File: src/rtl/enc_pkg.sv
// rtl/enc_pkg.sv - shared types, RV32I opcode/funct constants and the field encoder
// Optional build macro: ENC_RANGE_CHECK_EN (flag out-of-range immediates as errors)
package enc_pkg;

  // Opcode and funct3 values used by the encoder (mirrors constant_def.vh)
  localparam logic [6:0] OP_R      = 7'b0110011;
  localparam logic [6:0] OP_I_IMM  = 7'b0010011;
  localparam logic [6:0] OP_I_LOAD = 7'b0000011;
  localparam logic [6:0] OP_S      = 7'b0100011;
  localparam logic [6:0] OP_B      = 7'b1100011;
  localparam logic [6:0] OP_LUI    = 7'b0110111;
  localparam logic [6:0] OP_AUIPC  = 7'b0010111;
  localparam logic [2:0] F3_SLL    = 3'b001;
  localparam logic [2:0] F3_SRX    = 3'b101;

  localparam logic [31:0] NOP = 32'h0000_0013;

  typedef enum logic [1:0] {IDLE, LOAD, DRAIN, DONE} enc_state_t;

  typedef struct packed {
    logic [6:0]  op;
    logic [4:0]  rd;
    logic [4:0]  rs1;
    logic [4:0]  rs2;
    logic [2:0]  f3;
    logic [6:0]  f7;
    logic [31:0] imm;
  } enc_req_t;

  typedef struct packed {
    logic [31:0] word;
    logic        bad;
  } enc_res_t;

  // Pack one field-level request into an RV32I word; bad marks an error-worthy request
  function automatic enc_res_t encode(input enc_req_t r);
    enc_res_t res;
    logic     shift;
    res.word = NOP;
    res.bad  = 1'b0;
    shift    = (r.op == OP_I_IMM) && ((r.f3 == F3_SLL) || (r.f3 == F3_SRX));
    case (r.op)
      OP_R: res.word = {r.f7, r.rs2, r.rs1, r.f3, r.rd, r.op};
      OP_I_IMM, OP_I_LOAD: begin
        if (shift) res.word = {r.f7, r.imm[4:0], r.rs1, r.f3, r.rd, r.op};
        else       res.word = {r.imm[11:0], r.rs1, r.f3, r.rd, r.op};
`ifdef ENC_RANGE_CHECK_EN
        if (shift) res.bad = (r.imm[31:5] != '0);
        else       res.bad = !((&r.imm[31:11]) || !(|r.imm[31:11]));
`endif
      end
      OP_S: begin
        res.word = {r.imm[11:5], r.rs2, r.rs1, r.f3, r.imm[4:0], r.op};
`ifdef ENC_RANGE_CHECK_EN
        res.bad = !((&r.imm[31:11]) || !(|r.imm[31:11]));
`endif
      end
      OP_B: begin
        res.word = {r.imm[12], r.imm[10:5], r.rs2, r.rs1, r.f3, r.imm[4:1], r.imm[11], r.op};
`ifdef ENC_RANGE_CHECK_EN
        res.bad = !((&r.imm[31:12]) || !(|r.imm[31:12])) || r.imm[0];
`endif
      end
      OP_LUI, OP_AUIPC: begin
        res.word = {r.imm[31:12], r.rd, r.op};
`ifdef ENC_RANGE_CHECK_EN
        res.bad = (r.imm[11:0] != '0);
`endif
      end
      default: begin
        res.word = NOP;
        res.bad  = 1'b1;
      end
    endcase
    return res;
  endfunction

endpackage

File: src/rtl/enc_fifo2.sv
// rtl/enc_fifo2.sv - two-entry word FIFO between the encoder and the IMEM port
module enc_fifo2 #(
  parameter int W = 32
) (
  input  logic         clk,
  input  logic         rst_n,
  input  logic         push,
  input  logic         pop,
  input  logic [W-1:0] din,
  output logic [W-1:0] dout,
  output logic         full,
  output logic         empty
);

  logic [W-1:0] mem_q [2];
  logic         wr_q;
  logic         rd_q;
  logic [1:0]   cnt_q;
  logic         do_push;
  logic         do_pop;

  assign do_push = push && !full;
  assign do_pop  = pop && !empty;
  assign dout    = mem_q[rd_q];
  assign full    = (cnt_q == 2'd2);
  assign empty   = (cnt_q == 2'd0);

  // Storage, pointers and occupancy; push and pop may coincide
  always_ff @(posedge clk or negedge rst_n) begin
    if (!rst_n) begin
      mem_q[0] <= '0;
      mem_q[1] <= '0;
      wr_q     <= 1'b0;
      rd_q     <= 1'b0;
      cnt_q    <= 2'd0;
    end else begin
      if (do_push) begin
        mem_q[wr_q] <= din;
        wr_q        <= ~wr_q;
      end
      if (do_pop) rd_q <= ~rd_q;
      if (do_push && !do_pop)      cnt_q <= cnt_q + 2'd1;
      else if (!do_push && do_pop) cnt_q <= cnt_q - 2'd1;
    end
  end

endmodule

File: src/rtl/instr_encode_loader.sv
// rtl/instr_encode_loader.sv - RV32I instruction assembler and IMEM program loader
// Optional build macro: ENC_RANGE_CHECK_EN (see enc_pkg encoder)
module instr_encode_loader
  import enc_pkg::*;
#(
  parameter int ADDR_W = 32,
  parameter int CNT_W  = 16
) (
  input  logic              clk,
  input  logic              rst_n,
  input  logic              start,
  input  logic [ADDR_W-1:0] base_addr,
  input  logic              req_valid,
  output logic              req_ready,
  input  logic              req_last,
  input  logic [6:0]        req_op,
  input  logic [4:0]        req_rd,
  input  logic [4:0]        req_rs1,
  input  logic [4:0]        req_rs2,
  input  logic [2:0]        req_f3,
  input  logic [6:0]        req_f7,
  input  logic [31:0]       req_imm,
  output logic              imem_we,
  input  logic              imem_ready,
  output logic [ADDR_W-1:0] imem_addr,
  output logic [31:0]       imem_wdata,
  output logic              busy,
  output logic              done,
  output logic [CNT_W-1:0]  count,
  output logic              err
);

  enc_state_t        state_q;
  logic [ADDR_W-1:0] addr_q;
  logic [CNT_W-1:0]  count_q;
  logic              err_q;
  enc_req_t          req;
  enc_res_t          enc;
  logic              accept;
  logic              wr_fire;
  logic              fifo_full;
  logic              fifo_empty;

  assign req.op  = req_op;
  assign req.rd  = req_rd;
  assign req.rs1 = req_rs1;
  assign req.rs2 = req_rs2;
  assign req.f3  = req_f3;
  assign req.f7  = req_f7;
  assign req.imm = req_imm;
  assign enc     = encode(req);

  assign req_ready = (state_q == LOAD) && !fifo_full;
  assign accept    = req_valid && req_ready;
  assign imem_we   = !fifo_empty;
  assign wr_fire   = imem_we && imem_ready;
  assign imem_addr = addr_q;
  assign busy      = (state_q != IDLE);
  assign done      = (state_q == DONE);
  assign count     = count_q;
  assign err       = err_q;

  enc_fifo2 #(.W(32)) u_fifo (
    .clk   (clk),
    .rst_n (rst_n),
    .push  (accept),
    .pop   (wr_fire),
    .din   (enc.word),
    .dout  (imem_wdata),
    .full  (fifo_full),
    .empty (fifo_empty)
  );

  // Session FSM plus write address, write counter and sticky error
  always_ff @(posedge clk or negedge rst_n) begin
    if (!rst_n) begin
      state_q <= IDLE;
      addr_q  <= '0;
      count_q <= '0;
      err_q   <= 1'b0;
    end else begin
      if (wr_fire) begin
        addr_q  <= addr_q + ADDR_W'(4);
        count_q <= count_q + CNT_W'(1);
      end
      if (accept && enc.bad) err_q <= 1'b1;
      case (state_q)
        IDLE: if (start) begin
          state_q <= LOAD;
          addr_q  <= base_addr;
          count_q <= '0;
          err_q   <= 1'b0;
        end
        LOAD:    if (accept && req_last) state_q <= DRAIN;
        DRAIN:   if (fifo_empty) state_q <= DONE;
        DONE:    state_q <= IDLE;
        default: state_q <= IDLE;
      endcase
    end
  end

endmodule

File: config.mk
export PLATFORM = sky130hd
export DESIGN_NAME = instr_encode_loader
export DESIGN_NICKNAME = d
export VERILOG_FILES = /design/src/rtl/enc_pkg.sv /design/src/rtl/enc_fifo2.sv /design/src/rtl/instr_encode_loader.sv
export SDC_FILE = /design/constraint.sdc
export NUM_CORES = 1
export LEC_CHECK = 0
export CELL_PAD_IN_SITES_DETAIL_PLACEMENT = 0
export CELL_PAD_IN_SITES_GLOBAL_PLACEMENT = 1
export CORE_MARGIN = 2
export CORE_UTILIZATION = 37
export CTS_CLUSTER_DIAMETER = 60
export DETAILED_ROUTE_END_ITERATION = 7
export GPL_TIMING_DRIVEN = 0
export PLACE_DENSITY_LB_ADDON = 0.1
export SYNTH_ARGS = -nofsm -noshare
export SYNTH_HDL_FRONTEND = slang
export SYNTH_HIERARCHICAL = 1
export SYNTH_SLANG_ARGS = --single-unit
File: constraint.sdc
create_clock -name clk -period 2.35 [get_ports clk]
set_input_delay 0.47 -clock clk [delete_from_list [all_inputs] [get_ports clk]]
set_output_delay 0.47 -clock clk [all_outputs]
set_load 0.005 [all_outputs]
==> results of run 1 <==
[kinds of logic after synthesis]
logic type | Yosys count | synth area share (%)
AND/OR/NAND/NOR | 202 | 16.77
multiplexers | 99 | 17.01
flip-flops | 119 | 45.60
AO/OA/AOI/OAI | 97 | 10.92
adder cells (fa/ha/maj) | 7 | 1.341
buffers and inverters | 61 | 4.752
other | 2 | 0.1150
XOR/XNOR | 26 | 3.487
[what timing repair did]
item,CTS,global route
hold buffers,1,0
hold endpoints to repair,42,0
pin swaps,1,1
setup endpoints to repair,62,73
resized for setup,12,19
cloned,0,0
buffers inserted,2,1
[cell usage after synthesis (3+ instances only)]
cell type / n / area, sq um
sky130_fd_sc_hd__dfrtp_1: 119 / 2978
sky130_fd_sc_hd__mux2_2: 91 / 1025
sky130_fd_sc_hd__nand2_1: 59 / 221.5
sky130_fd_sc_hd__nor2_1: 35 / 131.4
sky130_fd_sc_hd__nand3_1: 25 / 125.1
sky130_fd_sc_hd__inv_1: 23 / 86.33
sky130_fd_sc_hd__o21ai_0: 19 / 95.09
sky130_fd_sc_hd__xor2_1: 18 / 157.7
sky130_fd_sc_hd__nand4_1: 16 / 100.1
sky130_fd_sc_hd__clkbuf_1: 14 / 52.55
sky130_fd_sc_hd__a22o_1: 13 / 113.9
sky130_fd_sc_hd__o211ai_1: 12 / 90.09
sky130_fd_sc_hd__a31oi_1: 9 / 56.30
sky130_fd_sc_hd__buf_2: 9 / 45.04
sky130_fd_sc_hd__o311ai_0: 9 / 78.83
sky130_fd_sc_hd__a21oi_1: 8 / 40.04
sky130_fd_sc_hd__buf_6: 8 / 90.09
sky130_fd_sc_hd__xnor2_1: 8 / 70.07
sky130_fd_sc_hd__and3_1: 7 / 43.79
sky130_fd_sc_hd__ha_1: 7 / 87.58
sky130_fd_sc_hd__a222oi_1: 6 / 60.06
sky130_fd_sc_hd__and4_1: 6 / 52.55
sky130_fd_sc_hd__or4_1: 6 / 45.04
sky130_fd_sc_hd__and2_1: 5 / 31.28
sky130_fd_sc_hd__mux2_1: 5 / 56.30
sky130_fd_sc_hd__nor3_1: 5 / 25.02
sky130_fd_sc_hd__or3_1: 5 / 31.28
sky130_fd_sc_hd__nor2b_1: 4 / 25.02
sky130_fd_sc_hd__nor4_1: 4 / 25.02
sky130_fd_sc_hd__or4b_1: 4 / 40.04
sky130_fd_sc_hd__a211o_1: 3 / 26.28
sky130_fd_sc_hd__and4b_1: 3 / 30.03
sky130_fd_sc_hd__buf_1: 3 / 11.26
sky130_fd_sc_hd__mux2i_1: 3 / 30.03
sky130_fd_sc_hd__nand3b_1: 3 / 22.52
sky130_fd_sc_hd__o31ai_1: 3 / 22.52
[flip-flops by register name, summed over array words and instances, names as in the netlist]
register	flops
state_q	2
imem_addr	32
err	1
count	16
u_fifo/rd_q	1
u_fifo/cnt_q	2
u_fifo/mem_q	64
u_fifo/wr_q	1
[layout make-up]
| cell class | instances | area [sq um] | area share, % |
|---|---|---|---|
| Inverter | 24 | 90.09 | 0.9563 |
| Buffer | 34 | 249.0 | 2.643 |
| Tap cell | 225 | 281.5 | 2.988 |
| Multi-Input combinational cell | 437 | 3276 | 34.77 |
| Clock buffer | 18 | 439.2 | 4.662 |
| Clock inverter | 14 | 175.2 | 1.859 |
| Timing Repair Buffer | 191 | 1931 | 20.49 |
| Sequential cell | 119 | 2979 | 31.62 |
[per-layer routing]
layer / wire length, microns / track usage, %
met5: 0 / 0
met4: 197 / 6.472
met3: 1347 / 6.000
met2: 9176 / 34.94
met1: 8386 / 26.05
[power by group through the flow]
stage	clock, mW	sequential, mW	combinational (mW)
CTS	2.74	3.23	3.49
global placement	0	3.21	3.34
finish	2.68	3.25	3.48
global route	2.84	3.35	3.82
detailed placement	0	3.24	3.42
floorplan	0	3.12	1.77
[stage by stage]
stage                     setup slack (ns)  hold WS [ns]  TNS (ns)
after CTS                        0.0006204        0.4757         0
after global placement              -3.888        0.4623   -484.69
after floorplan                     0.4328        0.1744         0
final                              0.02460        0.4725         0
after global routing              -0.04166        0.5007   -0.3863
after detailed placement           -0.5268        0.4164    -25.65
[layout by cell type, fill, tap and decap left out, drive strengths merged, types with 7 or more instances in the layout]
cell type	instances
clkdlybuf4s50	182
dfrtp	119
mux2	96
nand2	59
nor2	35
clkbuf	29
buf	27
nand3	25
inv	25
o21ai	20
xor2	18
nand4	17
a22o	13
o211ai	12
o311ai	9
a31oi	9
a21oi	8
xnor2	8
and3	8
and2	7
and4	7
ha	7
[worst max path at each step]
stage / from / to / depth (start not counted)
after floorplan: req_op[0] / u_fifo/mem_q[52]$_DFFE_PN0P_ / 7
after global placement: rst_n / u_fifo/mem_q[15]$_DFFE_PN0P_ / 1
after detailed placement: req_op[6] / u_fifo/mem_q[52]$_DFFE_PN0P_ / 8
after CTS: u_fifo/rd_q$_DFFE_PN0P_ / imem_wdata[31] / 3
after global routing: u_fifo/rd_q$_DFFE_PN0P_ / imem_wdata[22] / 3
final: u_fifo/rd_q$_DFFE_PN0P_ / imem_wdata[11] / 3
[worst max-delay path: cells and delay by family, from the launching register on]
| kind | cells | cell delay (ns) |
|---|---|---|
| flops | 1 | 0.43 |
| buf+inv | 2 | 0.65 |
| mux | 1 | 0.36 |
==> metrics.txt, run 1 <==
# TYPE chip_impl_metric gauge
chip_impl_metric{name="setup_viol_count_final",unit=""} 0
chip_impl_metric{name="vias_per_cell",unit=""} 5.322
chip_impl_metric{name="die_area",unit="sq um"} 18730
chip_impl_info{name="outcome",value="complete, no violations"} 1
chip_impl_metric{name="crit_fanout",unit=""} 10
chip_impl_info{name="clock_tree_from_tritoncts",value="done"} 1
chip_impl_metric{name="netlist-cell-type-count",unit=""} 67
chip_impl_info{name="critical_path_class",value="reg -> out"} 1
chip_impl_metric{name="drive_above_1_share",unit="%"} 19.95
chip_impl_metric{name="power.share.combinational",unit="%"} 37.0
chip_impl_info{name="worstReg2RegEnd",value="imem_addr[22]$_DFF_PN0_"} 1
chip_impl_metric{name="tightest_slew",unit="ns"} 0.5611
chip_impl_metric{name="hold_viol_final",unit=""} 0
chip_impl_metric{name="cellLeakagePower",unit="nW"} 4.135
chip_impl_info{name="hold_path_end",value="imem_addr[1]$_DFFE_PN0P_"} 1
chip_impl_info{name="hp-start",value="imem_addr[1]$_DFFE_PN0P_"} 1
chip_impl_metric{name="clock_insertion_delay_worst_skew",unit="ns"} 0.42
chip_impl_metric{name="synth_area_per_cell",unit="sq um"} 10.65
chip_impl_metric{name="synthCells",unit=""} 613
chip_impl_info{name="crit-reg2reg-launch",value="state_q[1]$_DFFE_PN0P_"} 1
chip_impl_metric{name="maxCapViolations",unit=""} 0
chip_impl_metric{name="timing.max_slew.rel_slack",unit="%"} 62.59
chip_impl_metric{name="gp_routability_congestion",unit=""} 0.8544
chip_impl_metric{name="power.ir.vdd_worst",unit="mV"} 0.5452
chip_impl_metric{name="critical_path_data_required_time",unit="ns"} 1.88
chip_impl_metric{name="finalWorstPathRequiredPeriod",unit="ns"} 2.325
chip_impl_metric{name="timing.final.max_slew_violations",unit=""} 0
chip_impl_metric{name="placement_rows",unit=""} 48
chip_impl_info{name="dominantRegCellSynth",value="sky130_fd_sc_hd__dfrtp_1"} 1
chip_impl_metric{name="fin_cells",unit=""} 1062
chip_impl_metric{name="final.fill_count",unit=""} 1517
chip_impl_metric{name="placement.cell_area",unit="sq um"} 8717
chip_impl_metric{name="global_route_congestion_overflow_total",unit=""} 0
chip_impl_info{name="crit_path_cell_trace",value="buf_6 -> mux2_2 -> clkdlybuf4s50_1"} 1
chip_impl_metric{name="antenna_violating_nets_post_route",unit=""} 0
chip_impl_metric{name="number_of_placed_instances_taps_included",unit=""} 1029
chip_impl_metric{name="postLayoutCellArea",unit="sq um"} 9420
chip_impl_metric{name="yosysSeqAreaShare",unit="%"} 45.60
chip_impl_metric{name="final.setup_skew",unit="ns"} 0.01267
chip_impl_metric{name="htreeDepth",unit=""} 4
chip_impl_metric{name="mappedNetlistArea",unit="sq um"} 6530
chip_impl_metric{name="final.period_utilization",unit="%"} 98.95
chip_impl_info{name="ctsRootBufferMaster",value="sky130_fd_sc_hd__clkbuf_16"} 1
chip_impl_metric{name="hold_path_depth",unit=""} 2
chip_impl_metric{name="fmaxAchievable",unit="GHz"} 0.4300
chip_impl_metric{name="final_util",unit="%"} 54.46
chip_impl_metric{name="clk_pwr_share",unit="%"} 28.4
chip_impl_metric{name="drc",unit=""} 0
chip_impl_metric{name="cts-buffers-inserted",unit=""} 17
chip_impl_metric{name="fp.coreArea",unit="sq um"} 17300
chip_impl_metric{name="num_io_pins",unit=""} 187
chip_impl_metric{name="totalWireLength",unit="microns"} 19110
chip_impl_metric{name="overall_via_count_from_detail_route",unit=""} 5652
chip_impl_metric{name="totalPowerFinal",unit="mW"} 9.411
chip_impl_metric{name="detailedRoute.firstIterationViolations",unit=""} 312
chip_impl_metric{name="grt_antenna_before_repair",unit=""} 0
chip_impl_metric{name="clock_sinks",unit=""} 119
chip_impl_metric{name="finish.net_count",unit=""} 933
chip_impl_metric{name="power-per-cell-area",unit="nW/um^2"} 999.0
chip_impl_info{name="cp-start-kind",value="flip-flop"} 1
chip_impl_metric{name="r2r_cells",unit=""} 8
chip_impl_metric{name="syn2layout_area_growth",unit="%"} 44.26
chip_impl_metric{name="floorplan.initialDensity",unit="%"} 37.75
chip_impl_info{name="hp-class",value="reg -> reg"} 1
chip_impl_metric{name="post_drt_wl_per_cell",unit="microns"} 17.99
chip_impl_metric{name="antennaDiodeCount",unit=""} 0
chip_impl_metric{name="grt_start_max_net_pins",unit=""} 78
chip_impl_metric{name="clk_pin_slew",unit="ns"} 0.05
chip_impl_metric{name="clock_tree.buffer_depth",unit=""} 2
chip_impl_metric{name="net-switching-power",unit="mW"} 3.052
chip_impl_metric{name="estimated_wirelength_of_the_detail_placed_design",unit="microns"} 13860
chip_impl_metric{name="detailedRoute.firstPassIterationCount",unit=""} 5
chip_impl_metric{name="asyncSetResetFlopFracSynth",unit="%"} 100.0
chip_impl_metric{name="sw_frac_of_total",unit="%"} 32.43
chip_impl_info{name="crit_path_top_delay_cell",value="sky130_fd_sc_hd__clkdlybuf4s50_1"} 1
chip_impl_info{name="rsz0062_at_grt",value="yes"} 1
chip_impl_metric{name="grt_first_pass_wirelength",unit="microns"} 30130
chip_impl_metric{name="synth.ff_latch_count",unit=""} 119
chip_impl_metric{name="dieHeight",unit="microns"} 136.9
chip_impl_metric{name="grt_usage",unit="%"} 20.86
chip_impl_metric{name="cp_data_arrival_time",unit="ns"} 1.86
chip_impl_metric{name="placement.io_buffers",unit=""} 186
chip_impl_info{name="cp-end-kind",value="output pin"} 1
chip_impl_metric{name="critical_path.max_stage_delay",unit="ns"} 0.46
chip_impl_metric{name="yosysWarningCount",unit=""} 6
chip_impl_metric{name="p_seq_share",unit="%"} 34.5
chip_impl_metric{name="synth_enable_flop_cells",unit=""} 0
chip_impl_metric{name="grt_pass1_vias",unit=""} 5854
chip_impl_metric{name="fp.dieW",unit="microns"} 136.9
chip_impl_metric{name="regToRegSetupSlack",unit="ns"} 0.20
chip_impl_metric{name="p_int",unit="mW"} 6.358
No activity file was read; power rests on OpenSTA's default activity.
==> inputs of run 2 (changes only) <==
--- a/config.mk
+++ b/config.mk
@@ -11,7 +11,7 @@
 export CORE_UTILIZATION = 37
 export CTS_CLUSTER_DIAMETER = 60
 export DETAILED_ROUTE_END_ITERATION = 7
-export GPL_TIMING_DRIVEN = 0
+export GPL_TIMING_DRIVEN = 1
 export PLACE_DENSITY_LB_ADDON = 0.1
 export SYNTH_ARGS = -nofsm -noshare
 export SYNTH_HDL_FRONTEND = slang
==> constraint.sdc (replaced) <==
create_clock -name clk -period 2.5 [get_ports clk]
set_input_delay 0.5 -clock clk [delete_from_list [all_inputs] [get_ports clk]]
set_output_delay 0.5 -clock clk [all_outputs]
set_load 0.005 [all_outputs]
==> run 2 against run 1 <==
Combinational power is 7.8% lower; design area down 0.12%; via count about the same; non-clock buffer count down 13; die area stayed put; cell count fell by 1.2%; register-to-register slack better by 0.23 ns; largest cell class unchanged; highest routed layer unchanged.
==> metrics.txt, run 2 (same netlist as run 1, synthesis figures left out) <==
# TYPE chip_impl_metric gauge
chip_impl_info{name="outcome",value="complete, no violations"} 1
chip_impl_metric{name="holdBufCountCts",unit=""} 0
chip_impl_metric{name="detailedRoute.firstPassIterationCount",unit=""} 6
chip_impl_metric{name="clk_pin_slew",unit="ns"} 0.06
chip_impl_metric{name="setup_slack",unit="ns"} 0.1105
chip_impl_metric{name="estimated_wirelength_of_the_detail_placed_design",unit="microns"} 13510
chip_impl_metric{name="critical_path_data_required_time",unit="ns"} 2.00
chip_impl_info{name="cp-end-kind",value="output pin"} 1
chip_impl_info{name="crit_path_cell_trace",value="buf_12 -> mux2_2 -> clkdlybuf4s50_1"} 1
chip_impl_metric{name="antennaDiodeCount",unit=""} 0
chip_impl_metric{name="p_seq_share",unit="%"} 33.4
chip_impl_metric{name="hold_viol_final",unit=""} 0
chip_impl_metric{name="clk_pwr_share",unit="%"} 31.3
chip_impl_metric{name="syn2layout_area_growth",unit="%"} 44.09
chip_impl_metric{name="final.setup_skew",unit="ns"} 0.006082
chip_impl_metric{name="critical_path_buf_inv_count",unit=""} 2
chip_impl_metric{name="final.period_utilization",unit="%"} 95.58
chip_impl_metric{name="power-per-cell-area",unit="nW/um^2"} 965.2
chip_impl_metric{name="timing.max_slew.rel_slack",unit="%"} 53.04
chip_impl_info{name="ctsRootBufferMaster",value="sky130_fd_sc_hd__clkbuf_16"} 1
chip_impl_metric{name="totalWireLength",unit="microns"} 18990
chip_impl_metric{name="clock_tree.buffer_depth",unit=""} 2
chip_impl_metric{name="final.fill_count",unit=""} 1544
chip_impl_metric{name="gp_routability_congestion",unit=""} 0.9172
chip_impl_info{name="final_cell_mix",value="sky130_fd_sc_hd__clkdlybuf4s50_1, sky130_fd_sc_hd__dfrtp_1, sky130_fd_sc_hd__mux2_2, sky130_fd_sc_hd__nand2_1, sky130_fd_sc_hd__nor2_1"} 1
chip_impl_info{name="rsz0062_at_grt",value="no"} 1
chip_impl_metric{name="placement_rows",unit=""} 48
chip_impl_metric{name="net-switching-power",unit="mW"} 2.832
chip_impl_metric{name="fp.coreArea",unit="sq um"} 17300
chip_impl_metric{name="antenna_violating_nets_post_route",unit=""} 0
chip_impl_metric{name="dieHeight",unit="microns"} 136.9
chip_impl_metric{name="post_drt_wl_per_cell",unit="microns"} 18.10
chip_impl_info{name="clock_tree_from_tritoncts",value="done"} 1
chip_impl_metric{name="cts-buffers-inserted",unit=""} 17
chip_impl_metric{name="maxCapViolations",unit=""} 0
chip_impl_metric{name="finalWorstPathRequiredPeriod",unit="ns"} 2.389
chip_impl_metric{name="p_int",unit="mW"} 6.250
chip_impl_metric{name="htreeDepth",unit=""} 4
chip_impl_metric{name="regToRegSetupSlack",unit="ns"} 0.43
chip_impl_metric{name="r2r_cells",unit=""} 5
chip_impl_metric{name="post_cts_buffers",unit=""} 0
chip_impl_metric{name="grt_start_max_net_pins",unit=""} 48
chip_impl_metric{name="fp.dieW",unit="microns"} 136.9
chip_impl_metric{name="setup_viol_count_final",unit=""} 0
chip_impl_metric{name="final_util",unit="%"} 54.40
chip_impl_metric{name="vias_per_cell",unit=""} 5.384
chip_impl_metric{name="grt_antenna_before_repair",unit=""} 0
chip_impl_info{name="crit-reg2reg-launch",value="imem_addr[2]$_DFF_PN0_"} 1
chip_impl_metric{name="timing.final.max_slew_violations",unit=""} 0
chip_impl_metric{name="power.ir.vdd_worst",unit="mV"} 0.4931
chip_impl_metric{name="power.share.combinational",unit="%"} 35.3
chip_impl_metric{name="finish.net_count",unit=""} 920
chip_impl_metric{name="sw_frac_of_total",unit="%"} 31.18
chip_impl_metric{name="drive_above_1_share",unit="%"} 19.42
chip_impl_metric{name="tightest_slew",unit="ns"} 0.7044
chip_impl_info{name="hp-class",value="in -> async"} 1
chip_impl_metric{name="grt_usage",unit="%"} 20.86
chip_impl_info{name="worstReg2RegEnd",value="imem_addr[28]$_DFF_PN0_"} 1
chip_impl_metric{name="floorplan.initialDensity",unit="%"} 37.75
chip_impl_info{name="crit_path_top_delay_cell",value="sky130_fd_sc_hd__clkdlybuf4s50_1"} 1
chip_impl_metric{name="grt_pass1_vias",unit=""} 5822
chip_impl_metric{name="clock_insertion_delay_worst_skew",unit="ns"} 0.41
chip_impl_metric{name="clock_sinks",unit=""} 119
chip_impl_info{name="cp-start-kind",value="flip-flop"} 1
chip_impl_metric{name="detailedRoute.firstIterationViolations",unit=""} 360
chip_impl_metric{name="global_route_congestion_overflow_total",unit=""} 0
chip_impl_info{name="critical_path_class",value="reg -> out"} 1
chip_impl_info{name="regMostFlops",value="u_fifo/mem_q"} 1
chip_impl_metric{name="cts-resized-gates",unit=""} 0
chip_impl_info{name="layout_commonest_cell",value="sky130_fd_sc_hd__clkdlybuf4s50_1"} 1
chip_impl_metric{name="placement.cell_area",unit="sq um"} 8726
chip_impl_metric{name="dp_slack",unit="ns"} -0.03529
chip_impl_metric{name="totalPowerFinal",unit="mW"} 9.082
chip_impl_metric{name="placement.io_buffers",unit=""} 186
chip_impl_metric{name="drc",unit=""} 0
chip_impl_metric{name="largest_register_ff_count",unit=""} 64
chip_impl_metric{name="postLayoutCellArea",unit="sq um"} 9409
chip_impl_metric{name="num_io_pins",unit=""} 187
chip_impl_metric{name="cp_data_arrival_time",unit="ns"} 1.89
chip_impl_metric{name="crit_fanout",unit=""} 24
chip_impl_metric{name="grt_first_pass_wirelength",unit="microns"} 30280
chip_impl_metric{name="cellLeakagePower",unit="nW"} 4.103
chip_impl_metric{name="die_area",unit="sq um"} 18730
chip_impl_metric{name="fmaxAchievable",unit="GHz"} 0.4185
chip_impl_metric{name="overall_via_count_from_detail_route",unit=""} 5648
chip_impl_metric{name="critical_path.max_stage_delay",unit="ns"} 0.49
chip_impl_info{name="path_delay_family",value="buffers and inverters"} 1
## run 2: area by class of cell
cell class | instances | area, sq um | share of cell area, %
Clock buffer | 18 | 439.2 | 4.668
Clock inverter | 14 | 244.0 | 2.593
Inverter | 24 | 90.09 | 0.9574
Multi-Input combinational cell | 437 | 3259 | 34.64
Sequential cell | 119 | 2978 | 31.65
Tap cell | 225 | 281.5 | 2.992
Timing Repair Buffer | 212 | 2117 | 22.50
## run 2: how the worst max path moves through the flow
stage	cells after the start	end	start	slack, ns
floorplan	7	u_fifo/mem_q[20]$_DFFE_PN0P_	req_op[0]	0.55
global placement	7	u_fifo/mem_q[63]$_DFFE_PN0P_	req_op[3]	0.07
detailed placement	7	u_fifo/mem_q[63]$_DFFE_PN0P_	req_op[3]	-0.04
CTS	3	imem_wdata[4]	u_fifo/rd_q$_DFFE_PN0P_	0.09
global route	3	imem_wdata[7]	u_fifo/rd_q$_DFFE_PN0P_	0.06
finish	3	imem_wdata[7]	u_fifo/rd_q$_DFFE_PN0P_	0.11
## run 2: stage by stage
step                 TNS, ns  std cells  hold slack (ns)
global placement           0       1017           0.4621
finish                     0       1049           0.1387
global route               0       1049           0.1715
detailed placement  -0.03529       1017           0.4699
floorplan                  0        617           0.2044
CTS                        0       1049           0.1549
## run 2: power groups by stage
stage          Clock (mW)  Sequential [mW]  Combinational, mW
6_report             2.84             3.03               3.21
5_1_grt              2.98             3.12               3.53
4_1_cts              2.89             3.03               3.26
3_5_place_dp            0             3.05               3.24
3_3_place_gp            0             3.02               3.17
2_1_floorplan           0             2.93               1.67
## run 2: layer usage
| metal | track usage [%] | vias to the layer above | wire length [microns] |
|---|---|---|---|
| met5 | 0 | - | 0 |
| met4 | 6.816 | 0 | 229 |
| met3 | 5.074 | 18 | 1328 |
| met2 | 34.25 | 204 | 9099 |
| met1 | 27.11 | 2783 | 8335 |
| li1 | - | 2643 | - |
==> inputs of run 3 (changes only) <==
--- a/config.mk
+++ b/config.mk
@@ -7,7 +7,6 @@
 export LEC_CHECK = 0
 export CELL_PAD_IN_SITES_DETAIL_PLACEMENT = 0
 export CELL_PAD_IN_SITES_GLOBAL_PLACEMENT = 1
-export CORE_MARGIN = 2
 export CORE_UTILIZATION = 37
 export CTS_CLUSTER_DIAMETER = 60
 export DETAILED_ROUTE_END_ITERATION = 7
==> constraint.sdc (replaced) <==
create_clock -name clk -period 2.5 [get_ports clk]
set_input_delay 0.5 -clock clk [delete_from_list [all_inputs] [get_ports clk]]
set_output_delay 0.5 -clock clk [all_outputs]
set_load 0.1 [all_outputs]
==> run 3 against run 2 <==
Sequential power about the same; critical path depth unchanged; non-clock buffer count increased by 1; sequential cell count unchanged; critical path type unchanged; first-iteration DRC count decreased by 17%; clock-buffer cell count unchanged; combinational power increased by 110%; largest power group unchanged; clock skew increased by 0.0024 ns; critical endpoint is now imem_wdata[8]; routed wire length decreased by 2.6%; cell count about the same; largest cell class unchanged; maximum frequency increased by 8.4%; register-to-register slack about the same.
==> metrics.txt, run 3 (same netlist as run 1, synthesis figures left out) <==
# TYPE chip_impl_metric gauge
chip_impl_metric{name="finalWorstPathRequiredPeriod",unit="ns"} 2.205
chip_impl_metric{name="cp_data_arrival_time",unit="ns"} 1.70
chip_impl_metric{name="detailedRoute.firstIterationViolations",unit=""} 299
chip_impl_metric{name="cts-buffers-inserted",unit=""} 17
chip_impl_info{name="critical_path_class",value="reg -> out"} 1
chip_impl_metric{name="dp_slack",unit="ns"} 0.05494
chip_impl_metric{name="postLayoutCellArea",unit="sq um"} 9564
chip_impl_metric{name="final_util",unit="%"} 55.49
chip_impl_metric{name="largest_register_ff_count",unit=""} 64
chip_impl_metric{name="fin_cells",unit=""} 1050
chip_impl_metric{name="fp.dieW",unit="microns"} 134.9
chip_impl_metric{name="syn2layout_area_growth",unit="%"} 46.46
chip_impl_metric{name="power-per-cell-area",unit="nW/um^2"} 1280
chip_impl_info{name="ctsRootBufferMaster",value="sky130_fd_sc_hd__clkbuf_16"} 1
chip_impl_metric{name="worst_hold_slack",unit="ns"} 0.07789
chip_impl_metric{name="detailedRoute.firstPassIterationCount",unit=""} 5
chip_impl_info{name="layout_commonest_cell",value="sky130_fd_sc_hd__dfrtp_1"} 1
chip_impl_metric{name="totalWireLength",unit="microns"} 18510
chip_impl_metric{name="dieHeight",unit="microns"} 134.9
chip_impl_metric{name="critical_path_data_required_time",unit="ns"} 2.00
chip_impl_metric{name="post_drt_wl_per_cell",unit="microns"} 17.62
chip_impl_metric{name="fp.coreArea",unit="sq um"} 17240
chip_impl_metric{name="setup_viol_count_final",unit=""} 0
chip_impl_metric{name="setup_slack",unit="ns"} 0.2954
chip_impl_metric{name="timing.final.max_slew_violations",unit=""} 0
chip_impl_metric{name="setup_total_negative_slack",unit="ns"} 0
chip_impl_metric{name="number_of_placed_instances_taps_included",unit=""} 1018
chip_impl_metric{name="placement.io_buffers",unit=""} 186
chip_impl_metric{name="final.setup_skew",unit="ns"} 0.008436
chip_impl_metric{name="maxCapViolations",unit=""} 0
chip_impl_metric{name="gp_routability_congestion",unit=""} 0.8853
chip_impl_info{name="final_cell_mix",value="sky130_fd_sc_hd__dfrtp_1, sky130_fd_sc_hd__clkdlybuf4s50_1, sky130_fd_sc_hd__mux2_2, sky130_fd_sc_hd__buf_4, sky130_fd_sc_hd__nand2_1"} 1
chip_impl_info{name="hp-class",value="in -> async"} 1
chip_impl_metric{name="hold_viol_final",unit=""} 0
chip_impl_metric{name="grt_first_pass_wirelength",unit="microns"} 29860
chip_impl_metric{name="grt_usage",unit="%"} 21.18
chip_impl_metric{name="antennaDiodeCount",unit=""} 0
chip_impl_metric{name="grt_antenna_before_repair",unit=""} 0
chip_impl_metric{name="final.fill_count",unit=""} 1465
chip_impl_metric{name="global_route_congestion_overflow_total",unit=""} 0
chip_impl_metric{name="clk_pin_slew",unit="ns"} 0.06
chip_impl_metric{name="estimated_wirelength_of_the_detail_placed_design",unit="microns"} 13530
chip_impl_metric{name="grt_start_max_net_pins",unit=""} 43
chip_impl_metric{name="clock_sinks",unit=""} 119
chip_impl_metric{name="fmaxAchievable",unit="GHz"} 0.4536
chip_impl_metric{name="totalPowerFinal",unit="mW"} 12.24
chip_impl_metric{name="post_cts_buffers",unit=""} 0
chip_impl_info{name="cp-start-kind",value="flip-flop"} 1
chip_impl_metric{name="drive_above_1_share",unit="%"} 30.18
chip_impl_metric{name="grt_pass1_vias",unit=""} 5796
chip_impl_metric{name="htreeDepth",unit=""} 4
chip_impl_metric{name="holdBufCountCts",unit=""} 0
chip_impl_info{name="outcome",value="complete, no violations"} 1
chip_impl_metric{name="num_io_pins",unit=""} 187
chip_impl_info{name="regMostFlops",value="u_fifo/mem_q"} 1
chip_impl_metric{name="floorplan.initialDensity",unit="%"} 37.88
chip_impl_metric{name="finish.net_count",unit=""} 921
chip_impl_metric{name="timing.max_slew.rel_slack",unit="%"} 59.32
chip_impl_metric{name="power.ir.vdd_worst",unit="mV"} 1.001
chip_impl_metric{name="overall_via_count_from_detail_route",unit=""} 5621
chip_impl_info{name="cp-end-kind",value="output pin"} 1
chip_impl_metric{name="final.period_utilization",unit="%"} 88.18
chip_impl_metric{name="tightest_slew",unit="ns"} 0.6101
chip_impl_metric{name="clock_insertion_delay_worst_skew",unit="ns"} 0.42
chip_impl_info{name="rsz0062_at_grt",value="no"} 1
chip_impl_metric{name="antenna_violating_nets_post_route",unit=""} 0
chip_impl_metric{name="placement.cell_area",unit="sq um"} 8951
chip_impl_metric{name="vias_per_cell",unit=""} 5.353
chip_impl_metric{name="placement_rows",unit=""} 48
chip_impl_metric{name="die_area",unit="sq um"} 18180
chip_impl_info{name="clock_tree_from_tritoncts",value="done"} 1
chip_impl_metric{name="cellLeakagePower",unit="nW"} 4.287
chip_impl_metric{name="drc",unit=""} 0
chip_impl_metric{name="cts-resized-gates",unit=""} 0
chip_impl_metric{name="clock_tree.buffer_depth",unit=""} 2
chip_impl_metric{name="crit_fanout",unit=""} 24
run 3: cell types whose count changed in the layout (fill, tap and decap cells not counted):
| cell | previous run | this run |
|---|---|---|
| sky130_fd_sc_hd__clkdlybuf4s50_1 | 185 | 100 |
| sky130_fd_sc_hd__buf_4 | 22 | 74 |
| sky130_fd_sc_hd__buf_12 | 5 | 39 |
| sky130_fd_sc_hd__clkinvlp_4 | 2 | 7 |
| sky130_fd_sc_hd__bufinv_16 | 6 | 3 |
| sky130_fd_sc_hd__dfrtp_1 | 119 | 117 |
| sky130_fd_sc_hd__dfrtp_2 | 0 | 2 |
| sky130_fd_sc_hd__inv_6 | 4 | 2 |
| sky130_fd_sc_hd__nor2b_1 | 4 | 3 |
| sky130_fd_sc_hd__nor2b_2 | 0 | 1 |
run 3: layer usage:
layer | global-route usage [%] | share of wire (%) | vias to the layer above
met5 | 0 | 0 | -
met4 | 6.991 | 1.2 | 0
met3 | 6.156 | 7.1 | 18
met2 | 34.56 | 47 | 205
met1 | 26.86 | 44 | 2754
li1 | - | - | 2644
run 3: report_power, final:
group          internal [mW]  total (mW)  switching, mW
logic                   2.07        6.70           4.62
clock network           1.60        2.53          0.931
registers               2.48        3.02          0.536
total                   6.15        12.2           6.09
run 3: cell type report:
cell class	count	area (sq um)	area share, %
clock buffer	18	439.2	4.592
timing repair buffer	213	2337	24.44
sequential	119	2980	31.16
inverter	24	90.09	0.9419
clock inverter	14	173.9	1.818
tap	225	281.5	2.943
multi-input combinational	437	3262	34.11
run 3: final timing paths:
kind                                           from                            to  slack [ns]  depth (start not counted)
setup / recovery            u_fifo/rd_q$_DFFE_PN0P_                 imem_wdata[8]        0.30                          3
hold / removal                                rst_n  u_fifo/mem_q[26]$_DFFE_PN0P_        0.08                          1
setup reg to reg            imem_addr[14]$_DFF_PN0_       imem_addr[20]$_DFF_PN0_        0.44                          4
hold reg to reg            imem_addr[1]$_DFFE_PN0P_      imem_addr[1]$_DFFE_PN0P_        0.48                          2
max in group asynchronous                     rst_n       imem_addr[24]$_DFF_PN0_        1.77                          2
min in group clk           imem_addr[1]$_DFFE_PN0P_      imem_addr[1]$_DFFE_PN0P_        0.48                          2
run 3: critical path: stages, from the launching register on:
cell                      delay [ns]
sky130_fd_sc_hd__dfrtp_1        0.34
sky130_fd_sc_hd__buf_4          0.34
sky130_fd_sc_hd__mux2_2         0.43
sky130_fd_sc_hd__buf_12         0.18
